==> src/rtl/cl_fsb_pkg.sv <==
// Shared FSB packet definitions for the word packer and its packet FIFO.
// Contents: FSB_WIDTH, WORDS_PER_PKT, the fsb_pkt_t payload and the assembly-state enum.
package cl_fsb_pkg;

    localparam int unsigned FSB_WIDTH     = 80;
    localparam int unsigned WORDS_PER_PKT = 3;

    // Payload in FSB ring order: third word's low half on top, first word at the bottom.
    typedef struct packed {
        logic [15:0] w2;
        logic [31:0] w1;
        logic [31:0] w0;
    } fsb_pkt_t;

    // Assembly state names the index of the next word to be loaded.
    typedef enum logic [1:0] {
        ST_W0 = 2'd0,
        ST_W1 = 2'd1,
        ST_W2 = 2'd2
    } asm_state_e;

endpackage : cl_fsb_pkg

==> src/rtl/fsb_pkt_fifo.sv <==
// Packet FIFO holding assembled FSB packets; head is presented with a valid/yumi handshake.
// Ports:
//   clk, pipe_rst_n   clock, asynchronous active-low reset
//   v_i, data_i       push request and packet (ignored while full)
//   full_o            occupancy equals FIFO_DEPTH
//   v_o, data_o       head valid and head packet
//   yumi_i            consumer takes the head (ignored while empty)
//   occupancy_o       number of stored packets
module fsb_pkt_fifo
    import cl_fsb_pkg::*;
#(
    parameter int unsigned FIFO_DEPTH = 4
) (
    input  logic                          clk,
    input  logic                          pipe_rst_n,
    input  logic                          v_i,
    input  fsb_pkt_t                      data_i,
    output logic                          full_o,
    output logic                          v_o,
    output fsb_pkt_t                      data_o,
    input  logic                          yumi_i,
    output logic [$clog2(FIFO_DEPTH):0]   occupancy_o
);

    localparam int unsigned AW    = $clog2(FIFO_DEPTH);
    localparam int unsigned OCC_W = AW + 1;

    fsb_pkt_t           mem_q [FIFO_DEPTH];
    logic [AW-1:0]      wr_ptr_q, rd_ptr_q;
    logic [OCC_W-1:0]   count_q;
    logic               push, pop;

    assign full_o      = (count_q == OCC_W'(FIFO_DEPTH));
    assign v_o         = (count_q != '0);
    assign data_o      = mem_q[rd_ptr_q];
    assign occupancy_o = count_q;

    assign push = v_i && !full_o;
    assign pop  = yumi_i && v_o;

    // Storage is cleared on reset so the head reads zero with nothing queued.
    always_ff @(posedge clk or negedge pipe_rst_n) begin
        if (!pipe_rst_n) begin
            for (int i = 0; i < int'(FIFO_DEPTH); i++) begin
                mem_q[i] <= '0;
            end
        end else if (push) begin
            mem_q[wr_ptr_q] <= data_i;
        end
    end

    // Pointers wrap naturally because the depth is a power of two.
    always_ff @(posedge clk or negedge pipe_rst_n) begin
        if (!pipe_rst_n) begin
            wr_ptr_q <= '0;
            rd_ptr_q <= '0;
            count_q  <= '0;
        end else begin
            if (push) wr_ptr_q <= AW'(wr_ptr_q + AW'(1));
            if (pop)  rd_ptr_q <= AW'(rd_ptr_q + AW'(1));
            case ({push, pop})
                2'b10:   count_q <= OCC_W'(count_q + OCC_W'(1));
                2'b01:   count_q <= OCC_W'(count_q - OCC_W'(1));
                default: count_q <= count_q;
            endcase
        end
    end

endmodule : fsb_pkt_fifo

==> src/rtl/fsb_word_packer.sv <==
// Packs three input words into one 80-bit FSB packet and queues it in a packet FIFO.
// Optional statistics counters are built when FSB_WORD_PACKER_STATS_EN is defined.
// Ports:
//   clk, pipe_rst_n            clock, asynchronous active-low reset
//   word_v_i, word_i           input word valid and data
//   word_ready_o               word accepted when high together with word_v_i
//   flush_i                    discard the partially assembled packet
//   pkt_v_o, pkt_data_o        FIFO head valid and packet
//   pkt_yumi_i                 consumer takes the head packet
//   occupancy_o                FIFO entry count
//   partial_o                  one or two words of a packet are held
//   pkt_count_o, flush_count_o packets pushed / flushes while partial (stats build only)
module fsb_word_packer
    import cl_fsb_pkg::*;
#(
    parameter int unsigned FIFO_DEPTH = 4,
    parameter int unsigned WORD_WIDTH = 32
) (
    input  logic                          clk,
    input  logic                          pipe_rst_n,
    input  logic                          word_v_i,
    input  logic [WORD_WIDTH-1:0]         word_i,
    output logic                          word_ready_o,
    input  logic                          flush_i,
    output logic                          pkt_v_o,
    output logic [FSB_WIDTH-1:0]          pkt_data_o,
    input  logic                          pkt_yumi_i,
    output logic [$clog2(FIFO_DEPTH):0]   occupancy_o,
    output logic                          partial_o
`ifdef FSB_WORD_PACKER_STATS_EN
    ,
    output logic [31:0]                   pkt_count_o,
    output logic [15:0]                   flush_count_o
`endif
);

    asm_state_e  state_q, state_d;
    fsb_pkt_t    asm_q, asm_d;
    fsb_pkt_t    push_pkt;
    fsb_pkt_t    head_pkt;
    logic        push;
    logic        fifo_full;
    logic        accept;
    logic [31:0] word_lo;

    assign word_lo      = word_i[31:0];
    assign word_ready_o = !flush_i && !((state_q == ST_W2) && fifo_full);
    assign accept       = word_v_i && word_ready_o;
    assign partial_o    = (state_q != ST_W0);
    assign pkt_data_o   = head_pkt;

    // Assembly state and partial packet register.
    always_ff @(posedge clk or negedge pipe_rst_n) begin
        if (!pipe_rst_n) begin
            state_q <= ST_W0;
            asm_q   <= '0;
        end else begin
            state_q <= state_d;
            asm_q   <= asm_d;
        end
    end

    // Next-state: flush wins over any word presented in the same cycle.
    always_comb begin
        state_d  = state_q;
        asm_d    = asm_q;
        push     = 1'b0;
        push_pkt = asm_q;
        if (flush_i) begin
            state_d = ST_W0;
            asm_d   = '0;
        end else if (accept) begin
            case (state_q)
                ST_W0: begin
                    asm_d.w0 = word_lo;
                    state_d  = ST_W1;
                end
                ST_W1: begin
                    asm_d.w1 = word_lo;
                    state_d  = ST_W2;
                end
                ST_W2: begin
                    push_pkt.w2 = word_lo[15:0];
                    push        = 1'b1;
                    asm_d       = '0;
                    state_d     = ST_W0;
                end
                default: begin
                    state_d = ST_W0;
                    asm_d   = '0;
                end
            endcase
        end
    end

    fsb_pkt_fifo #(
        .FIFO_DEPTH (FIFO_DEPTH)
    ) u_fifo (
        .clk         (clk),
        .pipe_rst_n  (pipe_rst_n),
        .v_i         (push),
        .data_i      (push_pkt),
        .full_o      (fifo_full),
        .v_o         (pkt_v_o),
        .data_o      (head_pkt),
        .yumi_i      (pkt_yumi_i),
        .occupancy_o (occupancy_o)
    );

`ifdef FSB_WORD_PACKER_STATS_EN
    logic [31:0] pkt_count_q;
    logic [15:0] flush_count_q;

    // Counters wrap at their natural width.
    always_ff @(posedge clk or negedge pipe_rst_n) begin
        if (!pipe_rst_n) begin
            pkt_count_q   <= '0;
            flush_count_q <= '0;
        end else begin
            if (push)                 pkt_count_q   <= 32'(pkt_count_q + 32'd1);
            if (flush_i && partial_o) flush_count_q <= 16'(flush_count_q + 16'd1);
        end
    end

    assign pkt_count_o   = pkt_count_q;
    assign flush_count_o = flush_count_q;
`endif

endmodule : fsb_word_packer

==> config.mk <==
export PLATFORM = sky130hd
export DESIGN_NAME = fsb_word_packer
export DESIGN_NICKNAME = d
export VERILOG_FILES = /design/src/rtl/cl_fsb_pkg.sv /design/src/rtl/fsb_pkt_fifo.sv /design/src/rtl/fsb_word_packer.sv
export SDC_FILE = /design/constraint.sdc
export NUM_CORES = 1
export LEC_CHECK = 0
export CORE_ASPECT_RATIO = 1.1
export CORE_MARGIN = 8
export CORE_UTILIZATION = 37
export CTS_BUF_LIST = sky130_fd_sc_hd__clkbuf_8
export DETAILED_ROUTE_END_ITERATION = 10
export SYNTH_ARGS = -nofsm -noshare
export SYNTH_HDL_FRONTEND = slang
export SYNTH_SLANG_ARGS = --single-unit
==> constraint.sdc <==
create_clock -name clk -period 2.7 [get_ports clk]
set_input_delay 0.54 -clock clk [delete_from_list [all_inputs] [get_ports clk]]
set_output_delay 0.54 -clock clk [all_outputs]
set_load 0.01 [all_outputs]
# Word-level counts from Yosys, hierarchy flattened
# Cells that the tools add are included.
dict set report totals {
  regBits 409
  inputBits 37
  output_inout_bits 86
}
dict set report classes {
  add_sub_neg 4
  order_cmp 3
  eq_ne 8
  muxes 21
  n_bitwise 2
  reduce_logical 18
}
# operator n
set op_table {}
lappend op_table {{80-bit 2-to-1 mux} 5}
lappend op_table {{320-bit bitwise mux} 1}
lappend op_table {{80-bit binary-select mux with 2-bit select} 1}
lappend op_table {{80-bit demux with 2-bit select} 1}
lappend op_table {{32-bit case mux with 2 select lines} 2}
lappend op_table {{16-bit 2-to-1 mux} 4}
lappend op_table {{3-bit >= comparator (second input constant)} 2}
lappend op_table {{1-bit logical AND} 6}
lappend op_table {{2-bit NOT with 3-bit output} 2}
lappend op_table {{3-bit case mux with 2 select lines} 1}
lappend op_table {{2-bit AND reduction} 3}
lappend op_table {{2-bit nonzero test} 3}
lappend op_table {{2-bit by 1-bit adder with 2-bit output (second input constant)} 2}
lappend op_table {{2-bit by 1-bit equality test with 1-bit output (second input constant)} 2}
lappend op_table {{2-bit equality test (second input constant)} 2}
lappend op_table {{2-bit 2-to-1 mux} 2}
lappend op_table {{2-bit != test (second input constant)} 2}
lappend op_table {{2-bit case mux with 2 select lines} 1}
lappend op_table {{3-bit by 1-bit adder with 3-bit output (second input constant)} 1}
lappend op_table {{3-bit equality test (second input constant)} 1}
lappend op_table {{1-bit zero test} 3}
lappend op_table {{3-bit by 1-bit less-than comparator with 1-bit output (second input constant)} 1}
lappend op_table {{1-bit 2-to-1 mux} 3}
lappend op_table {{3-bit nonzero test} 1}
lappend op_table {{4 further kinds} 4}

# Logic depth before layout (Yosys ltp)
dict set report logic_depth {
  depth_word 10
  ltp_mapped 9
  ltp_nobuf 9
}

# Hierarchy
# From an unflattened synthesis, not the netlist that was laid out.
dict set report unflattened {
  cells_unflattened 1057
  hier_area_um2 17270.3
}
# module instances cells_per_inst area_per_inst_um2
set by_module_without_submodules {}
lappend by_module_without_submodules {fsb_pkt_fifo 1 810 14352.5}
lappend by_module_without_submodules {fsb_word_packer 1 247 2917.8}

# Worst setup path after synthesis
# OpenSTA, ideal clock, no wires.
dict set report synth_timing {
  path_kind {register to output}
  startpoint {register u_fifo.rd_ptr_q[0]}
  endpoint {output pkt_data_o[10]}
  arrival_time_ps 1750
  required_ps 2160
  setup_slack_ps 410
  path_stages_with_launch 4
  path_cell_list {dfrtp_1 > clkbuf_1 > buf_1 > mux4_2}
}
dict set report synth_via {
  elab_chain_len 4
}
# item line
set synth_rtl {}
lappend synth_rtl {{start, declared} fsb_pkt_fifo.sv:29} ;# logic [AW-1:0] wr_ptr_q, rd_ptr_q;
lappend synth_rtl {{start signal, assigned} fsb_pkt_fifo.sv:60} ;# if (pop) rd_ptr_q <= AW'(rd_ptr_q + AW'(1));
lappend synth_rtl {{2-bit NOT with 3-bit output (implied by the code)} fsb_pkt_fifo.sv:35} ;# assign data_o = mem_q[rd_ptr_q];
lappend synth_rtl {{80-bit binary-select mux with 2-bit select} fsb_pkt_fifo.sv:35}
lappend synth_rtl {{80-bit 2-to-1 mux (implied by the code) (2 in series)} fsb_pkt_fifo.sv:35}
lappend synth_rtl {{end, declared} fsb_word_packer.sv:26} ;# output logic [FSB_WIDTH-1:0] pkt_data_o,
# No other way between the ends. The select of a mux whose other input is x is not followed.

# Final worst setup path
dict set report layout_timing {
  startpoint {register u_fifo.rd_ptr_q[0]}
  endpoint {output pkt_data_o[6]}
}
# Same word-level chain as after synthesis.

==> out/metrics.csv <==
stage,metric,value,unit
final_layout,utilization,0.465,
final_layout,seqCellArea,9840,um^2
sta,slew_headroom,0.358,
final_layout,nets,1263,
global_route,grt_first_pass_wirelength,63300,um
critical_path,cp.buffers_inverters,4,
final_layout,area_delta_synth_final,24.4,%
die,die_x,218,um
route,postRouteAntennaNets,0,
global_route,antenna_found_initial,1,
synthesis,seq_area_frac_synth,0.594,
place,pre_cts_ws,95.4,ps
synthesis,yosys_warnings,0,
critical_path,start_kind,flop,
synthesis,yosys.cell_types.count,31,
sta,hold_viol_final,0,
critical_path,worstSetupPathType,reg2out,
synthesis,syn_area_per_cell,16.0,um^2
critical_path,cp-end-kind,primary output,
route,drtPass1Iterations,5,
place,dp_hpwl,24400,um
route,drt-vias-per-instance,5.14,
critical_path,worst_ep_arrival_time,2180,ps
route,drtIter0Drc,395,
synthesis,synth_top_cell_by_area,dfrtp_1,
outcome,violations,setup timing,
synthesis,synth_edf_count,0,
synthesis,synth_flop_cell,dfrtp_1,
place,port_buffers,122,
sta,worstMarginPinSlew,963,ps
sta,finalSetupViolations,9,
critical_path,cp_top_family,buffers and inverters,
clock_network,root_buffer,clkbuf_8,
power,power,15.6,mW
route,vias,9476,
synthesis,synth_top_area_share,0.594,
clock_network,cts-htree-levels,2,
die,dieArea,51800,um^2
clock_network,cts.sinks,393,
critical_path,worst_path_max_delay_cell,dfrtp_4,
sta,skew,21.2,ps
synthesis,synthCells,1036,
sta,rsz0062_at_grt,true,
die,coreArea,44300,um^2
final_layout,final_cell_count_no_fill,1842,
power,p_per_area,756,nW/um^2
sta,whs,488,ps
synthesis,syn-num-nets,1079,
sta,period_needed,2720,ps
global_route,track_usage,0.156,
power,p_leak,10.1,nW
global_route,grt_overflow,0,
synthesis,synthTopCellsByArea,"dfrtp_1, mux2_2, mux4_2",
clock_network,clock_latency,620,ps
clock_network,numCtsBuffers,61,
critical_path,cp_max_fo,7,
place,dp.cells,1715,
die,rows,81,
die,io-pin-count,123,
critical_path,cp_common_cell,buf_12,
die,die_h,238,um
critical_path,required,2160,ps
synthesis,synth_commonest_cells,"dfrtp_1, mux2_2, mux4_2, inv_1",
final_layout,multi_input_area,6390,um^2
critical_path,path_cells,buf_12 -> buf_12 -> buf_12 -> mux4_2 -> buf_6,
sta,period_share,1.01,
route,drt-wirelength-per-cell,21.5,um
route,routed_wirelength,39600,um
global_route,grt_max_degree,73,
sta,finalWorstSetupSlack,-15.3,ps
outcome,status,finished with violations,
clock_network,clock_path_buffers,3,
critical_path,max_stage_delay,500,ps
synthesis,ys_ff_latch,393,
synthesis,syn-cell-area,16600,um^2
final_layout,drive_above_1_share,0.488,
die,start_util,0.374,
route,drc,0,
synthesis,async_flop_share,1.00,
synthesis,synth_most_common_cell,dfrtp_1,
place,placed_area,19000,um^2
clock_network,cts_tree,built,
flow_run,drv_cap,0,
clock_network,clk_pin_slew,60,ps
power,peakVddDrop,0.359,mV
final_layout,nFillCells,3811,
global_route,grt_pass1_vias,10400,
sta,fmax,368,MHz
final_layout,fin_area,20600,um^2
place,gp_congestion,0.714,
sta,setup_tns,-83.0,ps
sta,report.final.slew_viol_count,0,
min_path,worstHoldPathType,reg2reg,
what timing repair did:
action	4_1_cts	5_1_grt
setup buffers	17	1
pin swaps	1	0
cloned	7	0
resized for setup	389	24
endpoints found under the hold margin	57	0
setup endpoints to repair	81	54
hold buffers	1	0
layer usage:
metal | up-vias | track usage | wire, um
li1 | 4195 | - | -
met1 | 5064 | 0.215 | 18300
met2 | 158 | 0.249 | 19100
met3 | 59 | 0.0263 | 1370
met4 | 0 | 0.0501 | 892
met5 | - | 0 | 0
state kept, by name, summed over array words and instances (netlist names):
name and cells:
u_fifo.mem_q 320, asm_q 64, u_fifo.occupancy_o 3, state_q 2, u_fifo.rd_ptr_q 2, u_fifo.wr_ptr_q 2
cells by family after synthesis:
| logic type | share of synthesized area |
|---|---|
| flops | 0.594 |
| fa+ha+maj | 0.00498 |
| mux | 0.328 |
| xor+xnor | 0.00317 |
| compound gates | 0.0297 |
| simple gates | 0.0168 |
| buf+inv | 0.0242 |
area by class of cell:
class | instances | share of cell area
flip-flops and latches | 393 | 0.478
multi-input cells | 538 | 0.310
well taps | 581 | 0.0353
repair buffers | 187 | 0.112
inverters | 39 | 0.00711
clock buffers | 75 | 0.0501
clock inverters | 28 | 0.00747
diodes | 1 | 0.000121
power breakdown:
group	internal (mW)	total, mW	switching (mW)
Sequential	6.39	6.78	0.391
Combinational	2.24	3.95	1.71
Clock	2.58	4.83	2.25
final timing paths:
path	startpoint	slack, ps	to	cells past startpoint
min in group asynchronous	pipe_rst_n	510	u_fifo.mem_q[43]	2
hold / removal	u_fifo.mem_q[155]	490	u_fifo.mem_q[155]	1
setup reg to reg	u_fifo.occupancy_o[0]	590	u_fifo.occupancy_o[2]	10
max in group asynchronous	pipe_rst_n	1460	u_fifo.mem_q[185]	3
hold reg to reg	u_fifo.mem_q[155]	490	u_fifo.mem_q[155]	1
setup / recovery	u_fifo.rd_ptr_q[0]	-20	pkt_data_o[6]	5
placed cells by master, fill, tap and decap left out, types with 4 or more instances in the layout:
master / count
mux2_1: 30
o21ai_0: 33
buf_2: 18
nand2_4: 4
ha_1: 5
mux2_2: 291
clkbuf_8: 75
clkinv_2: 8
buf_12: 33
mux4_2: 80
buf_6: 66
nand3_1: 32
buf_16: 8
dfrtp_1: 391
buf_4: 17
inv_1: 56
a22o_1: 32
clkdlybuf4s50_1: 41
No activity file was read; power rests on OpenSTA's default activity.
